[config.mk]
export PLATFORM = sky130hd
export DESIGN_NAME = mem_port_arbiter_flat
export DESIGN_NICKNAME = d
export VERILOG_FILES = /design/src/rtl/mem_port_arbiter_if.sv /design/src/rtl/mem_port_arbiter.sv /design/src/flat_wrapper.sv
export SDC_FILE = /design/constraint.sdc
export NUM_CORES = 1
export LEC_CHECK = 0
export ABC_CLOCK_PERIOD_IN_PS = 1800
export BUFFER_PORTS_ARGS = -buffer_cell sky130_fd_sc_hd__buf_2
export CORE_MARGIN = 1.5
export CORE_UTILIZATION = 43
export DETAILED_ROUTE_END_ITERATION = 8
export HOLD_SLACK_MARGIN = 0.15
export PLACE_DENSITY = 0.8
export REMOVE_ABC_BUFFERS = 1
export SYNTH_ARGS = -nofsm -noshare
export SYNTH_HDL_FRONTEND = slang
export SYNTH_SLANG_ARGS = --single-unit
[constraint.sdc]
create_clock -name clk -period 1.8 [get_ports clk]
set_clock_uncertainty 0.2 [all_clocks]
set_input_delay 0.18 -clock clk [delete_from_list [all_inputs] [get_ports clk]]
set_output_delay 0.18 -clock clk [all_outputs]
set_load 0.03 [all_outputs]
[src/rtl/mem_port_arbiter_if.sv]
// ============================================================================
//  Module      : mem_port_arbiter_if
//  Description : Bundle of the fetch, data and memory-side handshake signals
//                that surround the shared memory port arbiter.
//  Revision    : 1.0 - initial release
// ============================================================================
`default_nettype none

interface mem_port_arbiter_if #(
    parameter int ADDR_W = 32,
    parameter int DATA_W = 32
);
    // Instruction-fetch requester
    logic              if_req;
    logic [ADDR_W-1:0] if_addr;
    logic [DATA_W-1:0] if_rdata;
    logic              if_ready;

    // MEM-stage requester
    logic              mem_r_en;
    logic              mem_w_en;
    logic [ADDR_W-1:0] mem_addr;
    logic [DATA_W-1:0] mem_wdata;
    logic [DATA_W-1:0] mem_rdata;
    logic              mem_ready;

    // Shared memory port
    logic              m_req;
    logic              m_we;
    logic [ADDR_W-1:0] m_addr;
    logic [DATA_W-1:0] m_wdata;
    logic [DATA_W-1:0] m_rdata;
    logic              m_ack;

    // Pipeline control / status
    logic              stall;
    logic              err;

    // Arbiter side: drives the memory port and the pipeline responses
    modport master (
        input  if_req, if_addr, mem_r_en, mem_w_en, mem_addr, mem_wdata,
        input  m_rdata, m_ack,
        output if_rdata, if_ready, mem_rdata, mem_ready,
        output m_req, m_we, m_addr, m_wdata, stall, err
    );

    // Environment side: pipeline requesters plus the memory itself
    modport slave (
        output if_req, if_addr, mem_r_en, mem_w_en, mem_addr, mem_wdata,
        output m_rdata, m_ack,
        input  if_rdata, if_ready, mem_rdata, mem_ready,
        input  m_req, m_we, m_addr, m_wdata, stall, err
    );
endinterface

`default_nettype wire

[src/rtl/mem_port_arbiter.sv]
// ============================================================================
//  Module      : mem_port_arbiter
//  Description : Round-robin arbiter/sequencer sharing one variable-latency
//                memory between instruction fetch and the MEM stage. Produces
//                the pipeline stall and a sticky no-acknowledge timeout flag.
//  Revision    : 1.0 - initial release
// ============================================================================
`default_nettype none

module mem_port_arbiter #(
    parameter int ADDR_W  = 32,
    parameter int DATA_W  = 32,
    parameter int TIMEOUT = 16
) (
    input  logic               clk,
    input  logic               rst,
    mem_port_arbiter_if.master bus
);

    localparam int              CNT_W          = $clog2(TIMEOUT);
    localparam logic [CNT_W-1:0] C_CNT_LAST    = CNT_W'(TIMEOUT - 1);
    localparam logic [DATA_W-1:0] C_TIMEOUT_DATA = DATA_W'(32'hDEADBEEF);

    typedef enum logic [2:0] {
        S_IDLE   = 3'd0,
        S_D_ACC  = 3'd1,
        S_D_RESP = 3'd2,
        S_F_ACC  = 3'd3,
        S_F_RESP = 3'd4
    } state_t;

    typedef enum logic {
        GRANT_DATA  = 1'b0,
        GRANT_FETCH = 1'b1
    } grant_t;

    state_t              state_q, state_d;
    grant_t              last_grant_q, last_grant_d;
    logic                m_we_q, m_we_d;
    logic [ADDR_W-1:0]   m_addr_q, m_addr_d;
    logic [DATA_W-1:0]   m_wdata_q, m_wdata_d;
    logic [DATA_W-1:0]   if_rdata_q, if_rdata_d;
    logic [DATA_W-1:0]   mem_rdata_q, mem_rdata_d;
    logic                err_q, err_d;
    logic [CNT_W-1:0]    cnt_q, cnt_d;

    logic                w_data_req;
    logic                w_in_acc;
    logic                w_mem_ready;
    logic                w_if_ready;

    assign w_data_req  = bus.mem_r_en | bus.mem_w_en;
    assign w_in_acc    = (state_q == S_D_ACC) || (state_q == S_F_ACC);
    assign w_mem_ready = (state_q == S_D_RESP);
    assign w_if_ready  = (state_q == S_F_RESP);

    // Next-state, grant and data-capture decisions
    always_comb begin
        state_d      = state_q;
        last_grant_d = last_grant_q;
        m_we_d       = m_we_q;
        m_addr_d     = m_addr_q;
        m_wdata_d    = m_wdata_q;
        if_rdata_d   = if_rdata_q;
        mem_rdata_d  = mem_rdata_q;
        err_d        = err_q;
        cnt_d        = cnt_q;

        case (state_q)
            S_IDLE: begin
                // On a tie the requester that was not served last wins
                if (w_data_req && (!bus.if_req || last_grant_q == GRANT_FETCH)) begin
                    m_addr_d     = bus.mem_addr;
                    m_wdata_d    = bus.mem_wdata;
                    m_we_d       = bus.mem_w_en;
                    last_grant_d = GRANT_DATA;
                    state_d      = S_D_ACC;
                end else if (bus.if_req) begin
                    m_addr_d     = bus.if_addr;
                    m_we_d       = 1'b0;
                    last_grant_d = GRANT_FETCH;
                    state_d      = S_F_ACC;
                end
            end

            S_D_ACC, S_F_ACC: begin
                // An acknowledge on the last allowed cycle still counts as success
                if (bus.m_ack) begin
                    if (state_q == S_F_ACC) begin
                        if_rdata_d = bus.m_rdata;
                    end else if (!m_we_q) begin
                        mem_rdata_d = bus.m_rdata;
                    end
                    cnt_d   = '0;
                    state_d = (state_q == S_F_ACC) ? S_F_RESP : S_D_RESP;
                end else if (cnt_q == C_CNT_LAST) begin
                    if (state_q == S_F_ACC) begin
                        if_rdata_d = C_TIMEOUT_DATA;
                    end else begin
                        mem_rdata_d = C_TIMEOUT_DATA;
                    end
                    err_d   = 1'b1;
                    cnt_d   = '0;
                    state_d = (state_q == S_F_ACC) ? S_F_RESP : S_D_RESP;
                end else begin
                    cnt_d = cnt_q + CNT_W'(1);
                end
            end

            S_D_RESP, S_F_RESP: begin
                state_d = S_IDLE;
            end

            default: begin
                state_d = S_IDLE;
            end
        endcase
    end

    // State and datapath registers; reset abandons any access in flight
    always_ff @(posedge clk) begin
        if (!rst) begin
            state_q      <= S_IDLE;
            last_grant_q <= GRANT_FETCH;
            m_we_q       <= 1'b0;
            m_addr_q     <= '0;
            m_wdata_q    <= '0;
            if_rdata_q   <= '0;
            mem_rdata_q  <= '0;
            err_q        <= 1'b0;
            cnt_q        <= '0;
        end else begin
            state_q      <= state_d;
            last_grant_q <= last_grant_d;
            m_we_q       <= m_we_d;
            m_addr_q     <= m_addr_d;
            m_wdata_q    <= m_wdata_d;
            if_rdata_q   <= if_rdata_d;
            mem_rdata_q  <= mem_rdata_d;
            err_q        <= err_d;
            cnt_q        <= cnt_d;
        end
    end

    assign bus.m_req     = w_in_acc;
    assign bus.m_we      = m_we_q;
    assign bus.m_addr    = m_addr_q;
    assign bus.m_wdata   = m_wdata_q;
    assign bus.if_rdata  = if_rdata_q;
    assign bus.mem_rdata = mem_rdata_q;
    assign bus.if_ready  = w_if_ready;
    assign bus.mem_ready = w_mem_ready;
    assign bus.err       = err_q;

    // Freeze the pipeline while any requester is still waiting for its ready
    assign bus.stall = rst & ((w_data_req & ~w_mem_ready) | (bus.if_req & ~w_if_ready));

endmodule

`default_nettype wire
[src/flat_wrapper.sv]
// flat-port wrapper written by rule: the top's interface ports become plain ports
module mem_port_arbiter_flat 
#(
    parameter int ADDR_W  = 32,
    parameter int DATA_W  = 32,
    parameter int TIMEOUT = 16
)
  (clk, rst, bus_if_req, bus_if_addr, bus_mem_r_en, bus_mem_w_en, bus_mem_addr, bus_mem_wdata, bus_m_rdata, bus_m_ack, bus_if_rdata, bus_if_ready, bus_mem_rdata, bus_mem_ready, bus_m_req, bus_m_we, bus_m_addr, bus_m_wdata, bus_stall, bus_err);
  mem_port_arbiter_if #(.ADDR_W(ADDR_W), .DATA_W(DATA_W)) bus_i ();
  input  logic clk;
  input  logic rst;
  input wire logic [$bits(bus_i.if_req)-1:0] bus_if_req;
  input wire logic [$bits(bus_i.if_addr)-1:0] bus_if_addr;
  input wire logic [$bits(bus_i.mem_r_en)-1:0] bus_mem_r_en;
  input wire logic [$bits(bus_i.mem_w_en)-1:0] bus_mem_w_en;
  input wire logic [$bits(bus_i.mem_addr)-1:0] bus_mem_addr;
  input wire logic [$bits(bus_i.mem_wdata)-1:0] bus_mem_wdata;
  input wire logic [$bits(bus_i.m_rdata)-1:0] bus_m_rdata;
  input wire logic [$bits(bus_i.m_ack)-1:0] bus_m_ack;
  output wire logic [$bits(bus_i.if_rdata)-1:0] bus_if_rdata;
  output wire logic [$bits(bus_i.if_ready)-1:0] bus_if_ready;
  output wire logic [$bits(bus_i.mem_rdata)-1:0] bus_mem_rdata;
  output wire logic [$bits(bus_i.mem_ready)-1:0] bus_mem_ready;
  output wire logic [$bits(bus_i.m_req)-1:0] bus_m_req;
  output wire logic [$bits(bus_i.m_we)-1:0] bus_m_we;
  output wire logic [$bits(bus_i.m_addr)-1:0] bus_m_addr;
  output wire logic [$bits(bus_i.m_wdata)-1:0] bus_m_wdata;
  output wire logic [$bits(bus_i.stall)-1:0] bus_stall;
  output wire logic [$bits(bus_i.err)-1:0] bus_err;
  assign bus_i.if_req = bus_if_req;
  assign bus_i.if_addr = bus_if_addr;
  assign bus_i.mem_r_en = bus_mem_r_en;
  assign bus_i.mem_w_en = bus_mem_w_en;
  assign bus_i.mem_addr = bus_mem_addr;
  assign bus_i.mem_wdata = bus_mem_wdata;
  assign bus_i.m_rdata = bus_m_rdata;
  assign bus_i.m_ack = bus_m_ack;
  assign bus_if_rdata = bus_i.if_rdata;
  assign bus_if_ready = bus_i.if_ready;
  assign bus_mem_rdata = bus_i.mem_rdata;
  assign bus_mem_ready = bus_i.mem_ready;
  assign bus_m_req = bus_i.m_req;
  assign bus_m_we = bus_i.m_we;
  assign bus_m_addr = bus_i.m_addr;
  assign bus_m_wdata = bus_i.m_wdata;
  assign bus_stall = bus_i.stall;
  assign bus_err = bus_i.err;
  mem_port_arbiter #(.ADDR_W(ADDR_W), .DATA_W(DATA_W), .TIMEOUT(TIMEOUT)) u_core (.clk(clk), .rst(rst), .bus(bus_i));
endmodule
==> results of run 1 <==
==> cells by family (layout without fill, tap and decap cells) <==
family | count (synthesis) | in the layout
buffers and inverters | 80 | 486
other | 0 | 1
DFF | 138 | 138
AOI/OAI and AO/OA | 232 | 232
and+or+nand+nor | 162 | 162
adders and majority gates | 1 | 1
muxes | 9 | 9
==> how the worst min path moves through the flow <==
stage                                               startpoint                                   end
after floorplan                                            rst      u_core.last_grant_q$_SDFFE_PN1P_
after global placement    u_core.bus.if_rdata[31]$_SDFFE_PN0P_  u_core.bus.if_rdata[31]$_SDFFE_PN0P_
after detailed placement                     bus_mem_wdata[25]   u_core.bus.m_wdata[25]$_SDFFE_PN0P_
after CTS                                         bus_mem_r_en     u_core.bus.m_addr[8]$_SDFFE_PN0P_
after global routing                              bus_mem_r_en    u_core.bus.m_addr[24]$_SDFFE_PN0P_
final                                             bus_mem_r_en    u_core.bus.m_addr[22]$_SDFFE_PN0P_
==> routing by layer <==
metal,vias to the layer above,wire length (um)
li1,3187,-
met1,3413,9050
met5,-,0
met3,126,2830
met4,0,1390
met2,615,12400
==> cells in the final DEF (no fill, tap or decap), types with 2 or more instances in the layout <==
| cell type | synthesis | final |
|---|---|---|
| o31ai_2 | 28 | 30 |
| dlygate4sd3_1 | 0 | 133 |
| nand2b_2 | 0 | 2 |
| buf_12 | 0 | 16 |
| o221a_1 | 16 | 16 |
| a311oi_2 | 0 | 2 |
| nor3b_4 | 0 | 4 |
| inv_2 | 2 | 2 |
| a41oi_1 | 2 | 2 |
| buf_2 | 37 | 263 |
| buf_4 | 2 | 23 |
| nand2_1 | 37 | 37 |
| clkbuf_16 | 0 | 22 |
| bufinv_16 | 0 | 4 |
| nand2b_1 | 21 | 19 |
| o221a_2 | 23 | 23 |
| nand3b_1 | 4 | 4 |
| nand4_1 | 33 | 33 |
| a311oi_1 | 33 | 31 |
| mux2i_1 | 9 | 9 |
| nor2_4 | 1 | 3 |
| dfxtp_1 | 138 | 136 |
| clkinv_2 | 0 | 4 |
| o22ai_1 | 17 | 16 |
| nor3_1 | 3 | 3 |
| dfxtp_2 | 0 | 2 |
| a21oi_2 | 1 | 4 |
| o21ai_0 | 35 | 35 |
| nand3_1 | 45 | 45 |
| clkinvlp_4 | 0 | 2 |
| nor2_1 | 6 | 4 |
| buf_6 | 6 | 11 |
| a21oi_1 | 69 | 65 |
==> what timing repair did <==
action	CTS	global route
setup endpoints to repair	4	69
hold endpoints to repair	137	0
gates resized for setup	14	26
cloned	0	6
hold buffers	133	0
buffers inserted	6	3
pin swaps	2	23
==> cells in the mapped netlist (2+ instances only) <==
master / instances / area [um^2]
o22ai_1: 17 / 106
a21oi_1: 69 / 345
a311oi_1: 33 / 289
nor2_1: 6 / 22.5
o21ai_0: 35 / 175
buf_4: 2 / 15.0
a41oi_1: 2 / 17.5
nor3b_2: 2 / 25.0
o31ai_2: 28 / 350
o221a_2: 23 / 259
nand2b_1: 21 / 131
nand4_1: 33 / 206
clkbuf_1: 31 / 116
inv_2: 2 / 7.51
mux2i_1: 9 / 90.1
nand3b_1: 4 / 30.0
nand2_1: 37 / 139
nor3_1: 3 / 15.0
o31ai_1: 4 / 30.0
dfxtp_1: 138 / 2760
o221a_1: 16 / 180
buf_2: 37 / 185
or3_1: 2 / 12.5
nor3b_1: 2 / 15.0
buf_6: 6 / 67.6
nand3_1: 45 / 225
==> layout make-up <==
type	instances	area (um^2)
Fill cell	817	3420
Timing Repair Buffer	452	3400
Multi-Input combinational cell	404	2920
Sequential cell	138	2770
Clock buffer	19	443
Tap cell	176	220
Clock inverter	12	173
Inverter	3	11.3
Antenna cell	1	2.50
==> worst min-delay path, cell delays in order <==
cell and delay, ns:
buf_2 0.12, nor2_4 0.05, buf_12 0.15, o21ai_0 0.16
a311oi_1 0.08
==> flip-flops by register name (all words and copies together), names as in the netlist <==
signal	cells
u_core.bus.err	1
u_core.bus.if_rdata	32
u_core.bus.m_addr	32
u_core.bus.m_wdata	32
u_core.bus.m_we	1
u_core.bus.mem_rdata	32
u_core.cnt_q	4
u_core.last_grant_q	1
u_core.state_q	3
==> per-stage QoR <==
step / std cells / total power (uW) / hold WS (ns)
global placement: 1025 / 6060 / 0.241
floorplan: 545 / 5080 / 0.0562
detailed placement: 1025 / 6090 / 0.242
CTS: 1195 / 10000 / 0.163
finish: 1205 / 10400 / 0.183
global route: 1205 / 10700 / 0.203
==> power by group through the flow <==
stage / registers [uW] / clock network (uW) / logic (uW)
after floorplan: 4190 / 0 / 893
after global placement: 3590 / 0 / 2470
after detailed placement: 3600 / 0 / 2490
after CTS: 3550 / 3710 / 2770
after global routing: 3600 / 3850 / 3260
final: 3580 / 3720 / 3120
==> key figures, run 1 <==
Status
  – Status: complete, but fails checks
  – Violated checks: setup timing

Global route
  – First-pass GRT wire length: 37,900 um
  – GRT Util Overall: 0.331
  – M2 GR Usage: 0.561
  – Met3 Resource Use GR: 0.100
  – Met1 Track Usage GR: 0.371
  – Vias in the first global route: 7,159
  – Peak-usage layer in the global routing report: met2
  – Largest net degree at the start of global routing: 82
  – Initial antenna violation count: 1
  – Grt ovf: 0

Timing
  – RSZ-0062 raised after global routing: true
  – Max-slew violation count: 0
  – Fin crit period: 1.91 ns
  – FMAX: 524 MHz
  – Setup violators final: 2
  – Final TNS setup: -0.114 ns
  – Final worst slack: -0.110 ns
  – Slew margin rel.: 0.717
  – Period utilization: 1.06
  – Final Hold Violating Endpoints: 0
  – Worst slew pin tran: 0.421 ns

Pwr
  – Peak VDD IR: 0.836 mV
  – Seq pwr share: 0.344
  – Clock network power share: 0.357
  – Power Density: 1050 nW/um^2
  – Leakage Power: 0.00431 uW
  – Gate power share: 0.299
  – Sw Pwr: 3470 uW
  – Sw Share: 0.333
  – Int Pwr: 6950 uW

Route
  – Post-DRT Antenna Nets: 0
  – Vias per Instance: 6.09
  – Final wirelength: 25,600 um
  – 1st-iter DRT viols: 863
  – DR WL/cell: 21.3 um
  – Routed vias: 7,341
  – DRC: 0
  – DRT Pass-1 Iters: 5

Synthesis
  – YS warnings: 0
  – Largest family of logic cells by synthesized area: compound AO/OA/AOI/OAI gates
  – Post-synth ARST share: 0
  – Adder-cell share of the synthesized area: 0.00211
  – Synth Cell Area: 5930 um^2
  – Sequential fraction of the synthesis area: 0.466
  – Post-synth EDFFs: 0
  – XOR/XNOR Fraction of Synth Area: 0
  – Predominant post-synthesis flop cell: dfxtp_1
  – Synth cell types: 41
  – Synthesized flop and latch total: 138
  – Mux cell area share after synthesis: 0.0152
  – Area share of and/or/nand/nor cells after synthesis: 0.148
  – Synthesized instance count: 622
  – Synthesized area per cell: 9.54 um^2
  – Synth Area in Compound Gates: 0.302

Clock network
  – CTS tree: built
  – Clock transition at path regs: 0.06 ns
  – CTS buffer count: 17
  – Htree depth: 4
  – CTS max path bufs: 2
  – CTS root buffer: clkbuf_16
  – Sink Count: 138
  – Clk_lat worst skew: 0.43 ns

Die
  – Die H: 120 um
  – Die X: 120 um
  – Initial Util: 0.445
  – Io pins: 268
  – Row count: 42
  – Core Region: 13,300 um^2
  – Area of the die: 14,500 um^2

Layout
  – Final standard cell area without fillers: 9930 um^2
  – Nets: 1,151
  – Layout cells sized above 1: 0.420
  – Area delta synth->final: 67.3%
  – Layout Utilization: 0.744

Setup path
  – CP Capture Type: primary output
  – CP Max Fanout: 6
  – Crit path buf inv count: 2
  – Worst setup SP type: flip-flop
  – Reg2Reg Launch Point: u_core.state_q[2]$_SDFFE_PN0P_
  – Worst path depth: 5
  – Worst reg2reg endpoint: u_core.bus.m_wdata[12]$_SDFFE_PN0P_
  – Worst path cell trace: buf_6, nor3b_4, o22ai_2, and2_4, buf_6
  – Slowest stage cell, crit path: dfxtp_2
  – CP most frequent cell: buf_6
  – WP data arrival: 1.53 ns
  – Kind of critical path: reg -> out
  – R2R depth: 4
  – Worst endpoint required time: 1.42 ns
  – Worst setup path end: bus_stall
  – Worst stage delay on the critical path: 0.32 ns
  – Family with the most delay on the worst path: simple AND/OR/NAND/NOR gates
  – FF-to-FF setup slack: 0 ns
  – Beginning of the critical path: u_core.state_q[2]$_SDFFE_PN0P_

Min path
  – Worst hold path class: in -> reg
  – Hold depth: 5

Placed design
  – DP Area: 7600 um^2
  – Hpwl dp: 12,600 um
  – Dpl ws: 0.0541 ns
  – Port Buf Inserts: 267
  – Final Wtd Congestion: 0.834

Job
  – Max-cap violations: 0
(Power assumes the default switching activity.)
==> run 2: changes to the inputs <==
- CORE_UTILIZATION: 43 -> 41
- PLACE_DENSITY: 0.8 -> 0.72
==> key figures, run 2 (synthesis gave the netlist of run 1 again) <==
Die
  – Area of the die: 15,200 um^2
  – Initial Util: 0.424
  – Io pins: 268
  – Die X: 123 um
  – Core Region: 14,000 um^2
  – Row count: 43
  – Die H: 123 um

Setup path
  – WP data arrival: 1.46 ns
  – Kind of critical path: reg -> out
  – FF-to-FF setup slack: 0 ns
  – Worst setup SP type: flip-flop
  – Worst endpoint required time: 1.42 ns
  – CP Capture Type: primary output
  – CP Max Fanout: 4

Route
  – Post-DRT Antenna Nets: 0
  – DRC: 0
  – Final wirelength: 24,400 um
  – Routed vias: 7,127
  – 1st-iter DRT viols: 675
  – Vias per Instance: 5.89
  – DRT Pass-1 Iters: 5
  – DR WL/cell: 20.1 um

Placed design
  – Final Wtd Congestion: 0.807
  – Port Buf Inserts: 267
  – DP Area: 7590 um^2
  – Dpl ws: 0.0455 ns
  – Hpwl dp: 12,400 um

Layout
  – Most common cell after layout, fill and taps aside: buf_2
  – Final-layout fill cell count: 996
  – Area of the multi-input gates: 2880 um^2
  – Commonest non-fill, non-tap cells in the layout: 265 x buf_2, 133 x dfxtp_1, 132 x dlygate4sd3_1, 67 x a21oi_1, 45 x nand3_1
  – Layout cells sized above 1: 0.418
  – Final standard cell area without fillers: 9880 um^2
  – Seq. cell area: 2770 um^2
  – Nets: 1,151
  – Area delta synth->final: 66.5%

Timing
  – Period utilization: 1.02
  – Max-slew violation count: 0
  – FMAX: 543 MHz
  – Setup violators final: 1
  – Fin crit period: 1.84 ns
  – Worst slew pin tran: 0.474 ns
  – Slew margin rel.: 0.684
  – Final worst slack: -0.0412 ns
  – Final Hold Violating Endpoints: 0
  – Final TNS setup: -0.0412 ns
  – RSZ-0062 raised after global routing: true
  – WHS: 0.223 ns

Clock network
  – CTS max path bufs: 2
  – Sink Count: 138
  – CTS tree: built
  – CTS root buffer: clkbuf_16
  – Clock transition at path regs: 0.06 ns
  – CTS buffer count: 17
  – Clk_lat worst skew: 0.41 ns
  – Htree depth: 4

Pwr
  – Final Power: 10,100 uW
  – Peak VDD IR: 0.748 mV
  – Power Density: 1030 nW/um^2
  – Leakage Power: 0.00430 uW

Global route
  – Largest net degree at the start of global routing: 82
  – Grt ovf: 0
  – First-pass GRT wire length: 35,300 um
  – Initial antenna violation count: 1
  – Vias in the first global route: 6,938
  – GRT Util Overall: 0.298

Min path
  – Worst hold path class: in -> reg

Job
  – Max-cap violations: 0

Status
  – Status: complete, but fails checks
  – Violated checks: setup timing
==> run 2: cell count changes in the layout (fill, tap and decap cells not counted), sizes merged <==
cell	before	now
inv	4	6
buf	313	314
bufinv	4	3
clkbuf	25	24
clkinv	5	6
dlygate4sd3	133	132
==> run 2: where the power goes <==
| group | total (uW) | switching (uW) | internal, uW | leakage (uW) |
|---|---|---|---|---|
| clock | 3570 | 1380 | 2180 | 0.000291 |
| combinational | 3010 | 1820 | 1190 | 0.00287 |
| sequential | 3560 | 193 | 3370 | 0.00113 |
==> run 2: timing repair <==
action | CTS | global route
resized for setup | 14 | 19
hold endpoints to repair | 136 | 0
cloned | 0 | 6
hold buffers | 132 | 0
pin swaps | 2 | 12
setup endpoints to repair | 4 | 37
buffers inserted | 1 | 9
==> run 2: final timing paths <==
path / startpoint / endpoint / cells past startpoint
worst max-delay path: u_core.state_q[1]$_SDFFE_PN0P_ / bus_stall / 5
worst min-delay path: bus_mem_w_en / u_core.state_q[1]$_SDFFE_PN0P_ / 4
worst max register to register: u_core.state_q[2]$_SDFFE_PN0P_ / u_core.bus.m_addr[7]$_SDFFE_PN0P_ / 7
worst min register to register: u_core.bus.if_rdata[9]$_SDFFE_PN0P_ / u_core.bus.if_rdata[9]$_SDFFE_PN0P_ / 2
==> run 2: final cells by class <==
| cell class | instances | share of cell area |
|---|---|---|
| timing repair buffer | 452 | 0.344 |
| multi-input combinational | 404 | 0.291 |
| sequential | 138 | 0.280 |
| clock buffer | 18 | 0.0434 |
| tap | 180 | 0.0228 |
| clock inverter | 14 | 0.0171 |
| inverter | 3 | 0.00139 |
| antenna | 1 | 0.000253 |
==> run 2: metrics by stage <==
stage                     cells   util
after floorplan             545      -
after global placement     1029  0.542
after detailed placement   1029  0.542
after CTS                  1194  0.684
after global routing       1210  0.706
final                      1210  0.706
==> run 2: worst max-delay path: stages (launching register included) <==
cell	delay, ns
dfxtp_2	0.33
buf_6	0.12
nor3b_4	0.20
o22ai_1	0.10
and2_1	0.16
buf_6	0.13
==> run 2: routing by layer <==
metal,GRT usage,wire length [um],vias to the layer above
met3,0.0913,2610,88
met1,0.337,8960,3348
met2,0.500,11800,505
met5,0,0,-
li1,-,-,3186
met4,0.165,954,0
==> run 3: changes to the inputs <==
- MAX_ROUTING_LAYER: not set -> met4
==> key figures, run 3 (synthesis gave the netlist of run 1 again) <==
Global route
  – Largest net degree at the start of global routing: 82
  – Grt ovf: 0
  – GRT Util Overall: 0.305
  – Peak-usage layer in the global routing report: met2
  – M2 GR Usage: 0.499
  – Met1 Track Usage GR: 0.341
  – Initial antenna violation count: 1
  – Vias in the first global route: 6,954
  – First-pass GRT wire length: 35,200 um
  – Met3 Resource Use GR: 0.0835

Status
  – Violated checks: setup timing
  – Status: complete, but fails checks

Route
  – 1st-iter DRT viols: 653
  – Vias per Instance: 5.86
  – DR WL/cell: 19.9 um
  – DRC: 0
  – Routed vias: 7,073
  – Final wirelength: 24,000 um
  – DRT Pass-1 Iters: 5
  – Post-DRT Antenna Nets: 0

Placed design
  – Final Wtd Congestion: 0.818
  – Port Buf Inserts: 267
  – Hpwl dp: 12,400 um
  – Dpl ws: 0.0455 ns
  – DP Area: 7590 um^2

Clock network
  – Clk_lat worst skew: 0.41 ns
  – Clock transition at path regs: 0.06 ns
  – CTS max path bufs: 2
  – CTS root buffer: clkbuf_16
  – CTS buffer count: 17
  – Sink Count: 138
  – CTS tree: built
  – Htree depth: 4

Setup path
  – Kind of critical path: reg -> out
  – CP Capture Type: primary output
  – Worst endpoint required time: 1.42 ns
  – R2R depth: 7
  – CP Max Fanout: 4
  – WP data arrival: 1.46 ns
  – Worst setup SP type: flip-flop
  – FF-to-FF setup slack: 0.01 ns

Timing
  – Max-slew violation count: 0
  – Final worst slack: -0.0353 ns
  – RSZ-0062 raised after global routing: true
  – Period utilization: 1.02
  – Final Hold Violating Endpoints: 0
  – Setup violators final: 1
  – FMAX: 545 MHz
  – WHS: 0.208 ns
  – Worst slew pin tran: 0.476 ns
  – Slew margin rel.: 0.682
  – Fin crit period: 1.84 ns

Layout
  – Nets: 1,149
  – Most common cell after layout, fill and taps aside: buf_2
  – Area delta synth->final: 65.7%
  – Layout cells sized above 1: 0.415
  – Final standard cell area without fillers: 9830 um^2
  – Commonest non-fill, non-tap cells in the layout: 264 x buf_2, 133 x dfxtp_1, 132 x dlygate4sd3_1, 68 x a21oi_1, 45 x nand3_1

Min path
  – Hold depth: 4
  – Worst hold path class: in -> reg

Pwr
  – Leakage Power: 0.00427 uW
  – Power Density: 1030 nW/um^2
  – Peak VDD IR: 0.743 mV

Die
  – Io pins: 268
  – Initial Util: 0.424
  – Row count: 43
  – Core Region: 14,000 um^2
  – Die X: 123 um
  – Die H: 123 um
  – Area of the die: 15,200 um^2

Job
  – Max-cap violations: 0
[run 3: final timing paths]
kind | startpoint | end
worst min-delay path | bus_mem_r_en | u_core.state_q[1]$_SDFFE_PN0P_
worst max-delay path | u_core.state_q[1]$_SDFFE_PN0P_ | bus_stall
worst max register to register | u_core.state_q[1]$_SDFFE_PN0P_ | u_core.bus.m_addr[24]$_SDFFE_PN0P_
worst min register to register | u_core.bus.mem_rdata[4]$_SDFFE_PN0P_ | u_core.bus.mem_rdata[4]$_SDFFE_PN0P_
[run 3: through the flow]
step                      setup TNS, ns  utilization  cells  power (uW)
after global placement                0        0.542   1029        6070
after global routing             -0.243        0.703   1208       10500
after detailed placement              0        0.542   1029        6080
final                           -0.0353        0.703   1208       10100
after CTS                       -0.0401        0.684   1194        9890
after floorplan                 -165.57            -    545        5080
[run 3: timing repair]
item	CTS	global route
hold buffers	132	0
endpoints found under the setup margin	4	36
cloned	0	5
buffers inserted	1	8
hold endpoints to repair	136	0
gates resized for setup	14	17
pin swaps	2	5
[run 3: final cells by class]
class / count / area [um^2]
flip-flops and latches: 138 / 2770
diodes: 1 / 2.50
fillers: 1001 / 4160
clock buffers: 18 / 429
inverters: 3 / 13.8
clock inverters: 14 / 169
multi-input cells: 404 / 2870
well taps: 180 / 225
repair buffers: 450 / 3360
[run 3: worst max-delay path, stage by stage (launching register included)]
cell and delay [ns]:
dfxtp_2 0.32, buf_6 0.12, nor3b_4 0.20, o22ai_1 0.10, and2_1 0.16, buf_6 0.14
[run 3: routing by layer]
metal	routed length, um	part of all wire	vias up
met5	0	0	-
met4	967	0.040	0
met3	2450	0.10	92
met2	11700	0.49	494
met1	8910	0.37	3311
li1	-	-	3176
[run 3: power by group]
group | internal [uW] | switching [uW] | leakage (uW)
Clock | 2190 | 1380 | 0.000291
Sequential | 3370 | 193 | 0.00113
Combinational | 1160 | 1790 | 0.00285
Total | 6720 | 3360 | 0.00427
